`config.mk`:
```
export PLATFORM = sky130hd
export DESIGN_NAME = gelato_fetch_scheduler
export DESIGN_NICKNAME = d
export VERILOG_FILES = /design/src/rtl/gelato_types_pkg.sv /design/src/rtl/gelato_rr_arbiter.sv /design/src/rtl/gelato_fetch_scheduler.sv
export SDC_FILE = /design/constraint.sdc
export NUM_CORES = 1
export LEC_CHECK = 0
export ABC_AREA = 0
export CAP_MARGIN = 40
export CORE_AREA = 2 2 130 132
export CTS_CLUSTER_DIAMETER = 200
export DETAILED_ROUTE_END_ITERATION = 7
export DIE_AREA = 0 0 132 134
export SYNTH_ARGS = -nofsm -noshare
export SYNTH_HDL_FRONTEND = slang
export SYNTH_HIERARCHICAL = 1
export SYNTH_SLANG_ARGS = --single-unit
```
`constraint.sdc`:
```
create_clock -name clk -period 7.2 [get_ports clk]
set_input_delay 1.44 -clock clk [delete_from_list [all_inputs] [get_ports clk]]
set_output_delay 1.44 -clock clk [all_outputs]
set_load 0.05 [all_outputs]
```
`src/rtl/gelato_types_pkg.sv`:
```
// Shared types and sizes for the gelato warp front end.
// Provides:
//   WARP_NUM, WARP_NUM_WIDTH, PC_WIDTH, SPLIT_NUM_WIDTH  - structural sizes
//   warp_num_t, addr_t, split_table_num_t               - payload field types
//   fetch_state_e                                       - fetch scheduler FSM states
package gelato_types;

    localparam int unsigned WARP_NUM        = 4;
    localparam int unsigned WARP_NUM_WIDTH  = $clog2(WARP_NUM);
    localparam int unsigned PC_WIDTH        = 32;
    localparam int unsigned SPLIT_NUM_WIDTH = 2;

    typedef logic [WARP_NUM_WIDTH-1:0]  warp_num_t;
    typedef logic [PC_WIDTH-1:0]        addr_t;
    typedef logic [SPLIT_NUM_WIDTH-1:0] split_table_num_t;

    typedef enum logic [0:0] {
        StIdle,
        StIssue
    } fetch_state_e;

endpackage

```
`src/rtl/gelato_rr_arbiter.sv`:
```
// Combinational round-robin arbiter.
// Picks the first asserted request at index >= ptr_i, wrapping modulo N.
// Ports:
//   req_i          in   N     request vector
//   ptr_i          in   IdxW  highest-priority index
//   grant_valid_o  out  1     at least one request present
//   grant_idx_o    out  IdxW  winning index (0 when no request)
module gelato_rr_arbiter #(
    parameter int unsigned N = 4,
    localparam int unsigned IdxW = (N > 1) ? $clog2(N) : 1
) (
    input  logic [N-1:0]    req_i,
    input  logic [IdxW-1:0] ptr_i,
    output logic            grant_valid_o,
    output logic [IdxW-1:0] grant_idx_o
);

    logic            found;
    logic [IdxW-1:0] cand;

    always_comb begin
        found = 1'b0;
        cand  = '0;
        grant_idx_o = '0;
        for (int unsigned k = 0; k < N; k++) begin
            cand = IdxW'((32'(ptr_i) + k) % N);
            if (!found && req_i[cand]) begin
                found       = 1'b1;
                grant_idx_o = cand;
            end
        end
        grant_valid_o = found;
    end

endmodule

```
`src/rtl/gelato_fetch_scheduler.sv`:
```
// Fetch scheduler: consumer end of the split-table PC-table interface.
// Each cycle picks one eligible warp (PC valid and not in flight) round-robin, issues its PC and
// split-table entry to I-fetch over valid/ready, and blocks the warp until decode re-activates it.
// Ports:
//   clk, rst_n                  clock, async active-low reset
//   rdy_i                       global enable; all state holds when low
//   pct_valid_i                 per-warp PC valid
//   pct_pc_i                    per-warp PC, packed, warp 0 in the LSBs
//   pct_split_table_num_i       per-warp split entry, packed, warp 0 in the LSBs
//   pct_activate_valid_i        re-activation strobe
//   pct_activate_warp_num_i     warp to re-activate
//   fetch_valid_o/fetch_ready_i request handshake to I-fetch
//   fetch_pc_o, fetch_warp_num_o, fetch_split_table_num_o   request payload
//   inflight_o                  per-warp blocked mask
//   issue_count_o               accepted fetch count, wraps
module gelato_fetch_scheduler
    import gelato_types::*;
(
    input  logic                                clk,
    input  logic                                rst_n,
    input  logic                                rdy_i,
    input  logic [WARP_NUM-1:0]                 pct_valid_i,
    input  logic [WARP_NUM*PC_WIDTH-1:0]        pct_pc_i,
    input  logic [WARP_NUM*SPLIT_NUM_WIDTH-1:0] pct_split_table_num_i,
    input  logic                                pct_activate_valid_i,
    input  warp_num_t                           pct_activate_warp_num_i,
    output logic                                fetch_valid_o,
    input  logic                                fetch_ready_i,
    output addr_t                               fetch_pc_o,
    output warp_num_t                           fetch_warp_num_o,
    output split_table_num_t                    fetch_split_table_num_o,
    output logic [WARP_NUM-1:0]                 inflight_o,
    output logic [31:0]                         issue_count_o
);

    fetch_state_e         state_q;
    logic                 fetch_valid_q;
    addr_t                fetch_pc_q;
    warp_num_t            fetch_warp_num_q;
    split_table_num_t     fetch_split_q;
    logic [WARP_NUM-1:0]  inflight_q;
    logic [31:0]          issue_count_q;
    warp_num_t            ptr_q;

    logic [WARP_NUM-1:0]  elig;
    logic                 grant_valid;
    warp_num_t            grant_idx;
    logic                 take;
    logic                 grant;
    addr_t                sel_pc;
    split_table_num_t     sel_split;
    logic [WARP_NUM-1:0]  act_mask;
    logic [WARP_NUM-1:0]  set_mask;

    // Eligibility uses the registered inflight mask: activation has no same-cycle bypass.
    assign elig = pct_valid_i & ~inflight_q;

    gelato_rr_arbiter #(
        .N (WARP_NUM)
    ) u_arb (
        .req_i         (elig),
        .ptr_i         (ptr_q),
        .grant_valid_o (grant_valid),
        .grant_idx_o   (grant_idx)
    );

    always_comb begin
        // A new request may be latched when the output register is empty or being drained.
        take      = (state_q == StIdle) || fetch_ready_i;
        grant     = take && grant_valid;
        sel_pc    = pct_pc_i[32'(grant_idx) * PC_WIDTH +: PC_WIDTH];
        sel_split = pct_split_table_num_i[32'(grant_idx) * SPLIT_NUM_WIDTH +: SPLIT_NUM_WIDTH];
        act_mask  = '0;
        set_mask  = '0;
        if (pct_activate_valid_i) begin
            act_mask[pct_activate_warp_num_i] = 1'b1;
        end
        if (grant) begin
            set_mask[grant_idx] = 1'b1;
        end
    end

    always_ff @(posedge clk or negedge rst_n) begin
        if (!rst_n) begin
            state_q          <= StIdle;
            fetch_valid_q    <= 1'b0;
            fetch_pc_q       <= '0;
            fetch_warp_num_q <= '0;
            fetch_split_q    <= '0;
            inflight_q       <= '0;
            issue_count_q    <= '0;
            ptr_q            <= '0;
        end else if (rdy_i) begin
            // Clearing a bit that is not set is a no-op, so stray activations vanish here.
            inflight_q <= (inflight_q & ~act_mask) | set_mask;
            if (grant) begin
                fetch_pc_q       <= sel_pc;
                fetch_warp_num_q <= grant_idx;
                fetch_split_q    <= sel_split;
                ptr_q            <= grant_idx + warp_num_t'(1);
            end
            case (state_q)
                StIdle: begin
                    if (grant_valid) begin
                        fetch_valid_q <= 1'b1;
                        state_q       <= StIssue;
                    end
                end
                StIssue: begin
                    if (fetch_ready_i) begin
                        issue_count_q <= issue_count_q + 32'd1;
                        if (!grant_valid) begin
                            fetch_valid_q <= 1'b0;
                            state_q       <= StIdle;
                        end
                    end
                end
                default: begin
                    fetch_valid_q <= 1'b0;
                    state_q       <= StIdle;
                end
            endcase
        end
    end

    assign fetch_valid_o           = fetch_valid_q;
    assign fetch_pc_o              = fetch_pc_q;
    assign fetch_warp_num_o        = fetch_warp_num_q;
    assign fetch_split_table_num_o = fetch_split_q;
    assign inflight_o              = inflight_q;
    assign issue_count_o           = issue_count_q;

endmodule
```
==> impl_metrics.csv, run 1 <==
group,metric,value,unit
synth,ys_warn_count,6,
power_and_ir_drop,p_switching,1.11,mW
timing,max_slew_margin,0.591,
layout,fill_cells,1533,
timing,rsz0062_at_grt,"no",
drt,wl_per_cell,16.8,um
cts,clock_latency,340,ps
synth,synthCells,310,
cts,cts.sinks,76,
floorplan,rows,47,
synth,syn_avg_cell_area,13.4,um2
layout,nets,680,
power_and_ir_drop,p_leak,2.81,nW
layout,multi_input_area,2180,um2
drt,post-route-drc-count,0,
cts,post_cts_resized,0,
timing,tightest_slew,611,ps
worst_setup_path,crit_path_end_kind,"flip-flop",
synth,synthTopCellsByCount,"dfrtp_1 (76), mux2_2 (39), mux4_2 (34)",
synth,yosysMostFrequentCell,"dfrtp_1",
drt,drt_iter0_drc,115,
synth,synth_edf_count,0,
synth,async_flop_share,1.00,
worst_setup_path,crit_required,7420,ps
global_routing,grt_pass1_wl,20100,um
layout,ff_latch_area,1900,um2
cts,clockRootBuffer,"clkbuf_16",
drt,wl,12600,um
placement,portBuffers,219,
power_and_ir_drop,ir_drop,0.163,mV
synth,netlist_top_cells_area,"dfrtp_1 (46%), mux4_2 (18%), mux2_2 (11%), xor2_1 (5.0%), nand2_1 (1.7%)",
timing,final_max_slew_viol_count,0,
status,outcome,"completed",
synth,yosysTopAreaCell,"dfrtp_1",
floorplan,initial_core_util,0.256,
global_routing,groute.usage.overall,0.146,
power_and_ir_drop,seqPwrFrac,0.254,
drt,viasPerCell,4.61,
power_and_ir_drop,p_comb_frac,0.561,
power_and_ir_drop,swShare,0.420,
placement,hpwl,9870,um
timing,min_period,3810,ps
floorplan,die_area,17700,um2
timing,hold_viol,0,
global_routing,grt_pass1_vias,3697,
power_and_ir_drop,clkPwrFrac,0.185,
floorplan,die_w,132,um
power_and_ir_drop,intPower,1.53,mW
power_and_ir_drop,powerDensity,380,nW/um2
synth,synth.ff_latch_count,76,
synth,synth_nets,462,
worst_setup_path,arrival,4030,ps
synth,ys_seq_area_frac,0.456,
synth,synth_top_area_share,0.456,
layout,area_delta_synth_final,66.9,%
synth,synth-main-ff-cell,"dfrtp_1",
cts,numCtsBuffers,9,
worst_setup_path,criticalPathCategory,"input port to flip-flop",
layout,antenna_cells,0,
timing,fmax,0.262,GHz
worst_setup_path,cp_max_fo,18,
worst_setup_path,worst_setup_path_start_kind,"input port",
timing,setup_tns,0,ps
cts,h-tree-depth,3,
floorplan,io_pins,220,
drt,first_pass_iters,4,
job,max-cap-violations,0,
cts,post_cts_buffers,0,
cts,cts_hold_buf,0,
global_routing,grt_remaining_overflow,0,
timing,setup_viol,0,
drt,ant_nets,0,
global_routing,grt_max_degree,43,
floorplan,die_y,134,um
worst_hold_path,min_path_type,"flip-flop to flip-flop",
placement,place_area,6640,um2
placement,gp_congestion,0.768,
layout,drive_above_1_share,0.203,
timing,min_period_over_period,0.530,
floorplan,core_area,16300,um2
synth,ys_types,34,
cts,clockBufferDepth,2,
drt,vias,3470,
cts,clk_pin_slew_worst_paths,60,ps
timing,skew,8.70,ps
cts,cts_tree,"yes",
synth,syn-cell-area,4170,um2
global_routing,antenna_found_initial,0,
layout,fin_area,6960,um2
-- power by group through the flow --
stage	combinational, mW	sequential [mW]	clock, mW
2_1_floorplan	0.541	1.12	0
3_3_place_gp	1.47	0.674	0
3_5_place_dp	1.50	0.677	0
4_1_cts	1.51	0.674	0.504
5_1_grt	1.57	0.694	0.525
6_report	1.48	0.671	0.490
-- state kept, by name, indices dropped and copies added, names as in the netlist --
signal / count
fetch_pc_o: 32
fetch_split_table_num_o: 2
fetch_valid_o: 1
fetch_warp_num_o: 2
inflight_o: 4
issue_count_o: 32
ptr_q: 2
state_q: 1
-- worst paths after layout --
kind | endpoint | startpoint | slack, ps | cells after the start
max | fetch_pc_o[30] | pct_valid_i[1] | 3390 | 8
min | issue_count_o[31] | issue_count_o[31] | 470 | 1
max reg2reg | fetch_pc_o[30] | inflight_o[1] | 4530 | 7
min reg2reg | issue_count_o[31] | issue_count_o[31] | 470 | 1
max in group asynchronous | issue_count_o[5] | rst_n | 5530 | 2
min in group asynchronous | fetch_pc_o[30] | rst_n | 1070 | 1
-- logic make-up after synthesis --
family                     count (synthesis)  synth area share
adders and majority gates                  5            0.0150
AOI/OAI and AO/OA                         15            0.0225
xor gates and xnor gates                  31            0.0651
muxes                                     73             0.289
DFF                                       76             0.456
buffers and inverters                     27            0.0294
and+or+nand+nor                           83             0.122
-- layout by cell type (no fill, tap or decap), types with 7 or more instances in the layout --
master,netlist,final
inv_1,9,9
xor2_1,24,24
nor3_1,7,7
xnor2_1,7,7
clkbuf_16,0,9
mux2_2,39,39
dfrtp_1,76,76
nand3_1,13,13
nand2_1,19,19
nor2_1,8,8
mux4_2,34,34
clkdlybuf4s50_1,0,218
-- routing by layer --
metal | GRT usage | up-vias | wire length, um
li1 | - | 1589 | -
met1 | 0.166 | 1707 | 4930
met2 | 0.253 | 148 | 6500
met3 | 0.0401 | 26 | 781
met4 | 0.0700 | 0 | 388
met5 | 0 | - | 0
-- critical path, cell delays in order --
cell and delay (ps):
clkdlybuf4s50_1 450, nor2b_1 200, inv_1 80, a221o_1 390, a21oi_4 250, buf_4 380, mux4_2 550, mux2_2 280
-- cell type report --
class                           instances  share of cell area
Clock inverter                          6              0.0128
Tap cell                              220              0.0396
Sequential cell                        76               0.273
Inverter                               10             0.00539
Multi-Input combinational cell        207               0.313
Clock buffer                            9              0.0324
Timing Repair Buffer                  224               0.324
-- metrics by stage --
step / hold slack, ps / total power, mW / setup slack [ps] / cells / util
2_1_floorplan: 467 / 1.66 / 3470 / 310 / -
3_3_place_gp: 466 / 2.14 / 2420 / 735 / 0.405
3_5_place_dp: 467 / 2.18 / 3010 / 737 / 0.408
4_1_cts: 475 / 2.68 / 3370 / 752 / 0.427
5_1_grt: 486 / 2.79 / 3240 / 752 / 0.427
6_report: 473 / 2.64 / 3390 / 752 / 0.427
Power figures use the tool's default switching activity.
==> run 2: changes to the inputs <==
clock period = 3.4 ns   (was 7.2 ns; I/O delays follow)
==> run 2 against run 1 <==
Effect of this change:
- clock skew grew 0.92 ps
- flip-flop and latch count did not move
- utilization rose by 0.16 points
- cell area rose by 0.38%
- register-to-register slack lost 3600 ps
- critical path type unchanged
- critical endpoint is now fetch_pc_o[4]
- largest cell class unchanged
- highest routed layer unchanged
==> impl_metrics.csv, run 2 (synthesized netlist as in run 1, its figures left out) <==
group,metric,value,unit
worst_setup_path,criticalPathCategory,"input port to flip-flop",
timing,fmax,0.341,GHz
floorplan,die_w,132,um
global_routing,grt_max_degree,43,
placement,gp_congestion,0.798,
timing,hold_viol,0,
drt,viasPerCell,4.53,
worst_hold_path,min_path_type,"input port to async pin",
layout,layout_commonest_cell,"clkdlybuf4s50_1",
layout,final_cell_mix,"clkdlybuf4s50_1 (218), dfrtp_1 (76), mux2_2 (39)",
worst_setup_path,crit_required,3610,ps
timing,max_slew_margin,0.599,
timing,tightest_slew,599,ps
layout,drive_above_1_share,0.203,
cts,clockBufferDepth,2,
power_and_ir_drop,powerDensity,805,nW/um2
power_and_ir_drop,seqPwrFrac,0.251,
power_and_ir_drop,clkPwrFrac,0.185,
floorplan,initial_core_util,0.256,
worst_setup_path,arrival,3140,ps
power_and_ir_drop,ir_drop,0.400,mV
power_and_ir_drop,swShare,0.418,
layout,nets,679,
power_and_ir_drop,p_comb_frac,0.564,
cts,cts.sinks,76,
cts,cts_tree,"yes",
power_and_ir_drop,intPower,3.27,mW
power_and_ir_drop,p_switching,2.35,mW
drt,post-route-drc-count,0,
global_routing,grt_pass1_vias,3697,
global_routing,antenna_found_initial,0,
layout,area_delta_synth_final,67.6,%
drt,ant_nets,0,
worst_setup_path,worst_setup_path_start_kind,"input port",
worst_setup_path,cp_max_fo,38,
placement,portBuffers,219,
timing,rsz0062_at_grt,"no",
cts,cts_hold_buf,0,
floorplan,core_area,16300,um2
cts,clk_pin_slew_worst_paths,60,ps
power_and_ir_drop,p_leak,2.81,nW
timing,setup_tns,0,ps
floorplan,die_y,134,um
timing,setup_viol,0,
cts,clock_latency,330,ps
placement,hpwl,9430,um
drt,first_pass_iters,4,
global_routing,grt_pass1_wl,19800,um
layout,antenna_cells,0,
floorplan,io_pins,220,
global_routing,grt_remaining_overflow,0,
cts,post_cts_buffers,0,
worst_setup_path,crit_path_end_kind,"flip-flop",
timing,setup_ws,470,ps
placement,pre_cts_ws,119,ps
cts,clockRootBuffer,"clkbuf_16",
drt,wl_per_cell,16.1,um
status,outcome,"completed",
job,max-cap-violations,0,
drt,drt_iter0_drc,101,
cts,numCtsBuffers,9,
drt,vias,3410,
floorplan,rows,47,
timing,min_period_over_period,0.862,
global_routing,groute.usage.overall,0.141,
cts,h-tree-depth,3,
timing,min_period,2930,ps
timing,final_max_slew_viol_count,0,
floorplan,die_area,17700,um2
cts,post_cts_resized,0,
layout,fill_cells,1488,
timing,skew,9.62,ps
drt,wl,12100,um
run 2: area by class of cell:
| type | instances | area, um2 | area share |
|---|---|---|---|
| Clock buffer | 9 | 225 | 0.0322 |
| Clock inverter | 7 | 97.6 | 0.0140 |
| Inverter | 10 | 37.5 | 0.00537 |
| Multi-Input combinational cell | 207 | 2180 | 0.312 |
| Sequential cell | 76 | 1900 | 0.272 |
| Tap cell | 220 | 275 | 0.0394 |
| Timing Repair Buffer | 223 | 2270 | 0.325 |
run 2: per-stage QoR:
| step | area, um2 | power (mW) | hold WS, ps | utilization | instances |
|---|---|---|---|---|---|
| global route | 6980 | 5.92 | 342 | 0.429 | 752 |
| CTS | 6980 | 5.72 | 314 | 0.429 | 752 |
| finish | 6980 | 5.62 | 309 | 0.429 | 752 |
| floorplan | 4170 | 3.52 | 384 | - | 310 |
| global placement | 6640 | 4.59 | 464 | 0.408 | 735 |
| detailed placement | 6660 | 4.63 | 470 | 0.409 | 736 |
run 2: worst paths after layout:
check | to | slack (ps) | depth (start not counted) | from
setup reg to reg | fetch_pc_o[4] | 890 | 7 | inflight_o[1]
max in group asynchronous | issue_count_o[6] | 2500 | 2 | rst_n
setup / recovery | fetch_pc_o[4] | 470 | 8 | pct_valid_i[1]
hold reg to reg | issue_count_o[31] | 480 | 1 | issue_count_o[31]
hold / removal | fetch_pc_o[30] | 310 | 1 | rst_n
min in group clk | issue_count_o[31] | 480 | 1 | issue_count_o[31]
run 2: power by group through the flow:
stage,combinational [mW],clock [mW],sequential (mW)
detailed placement,3.21,0,1.43
global route,3.34,1.11,1.46
floorplan,1.15,0,2.37
CTS,3.22,1.08,1.42
finish,3.17,1.04,1.41
global placement,3.17,0,1.42
run 2: per-layer routing:
metal,track usage,share of wire,vias up
li1,-,-,1595
met1,0.165,0.40,1682
met2,0.252,0.53,118
met3,0.0306,0.055,15
met4,0.0586,0.019,0
met5,0,0,-
run 2: critical path, stage by stage:
cell             delay [ps]
clkdlybuf4s50_1         460
nor2b_1                 200
inv_1                    80
a221o_1                 390
a21oi_4                 180
buf_12                  290
mux4_2                  550
mux2_2                  280
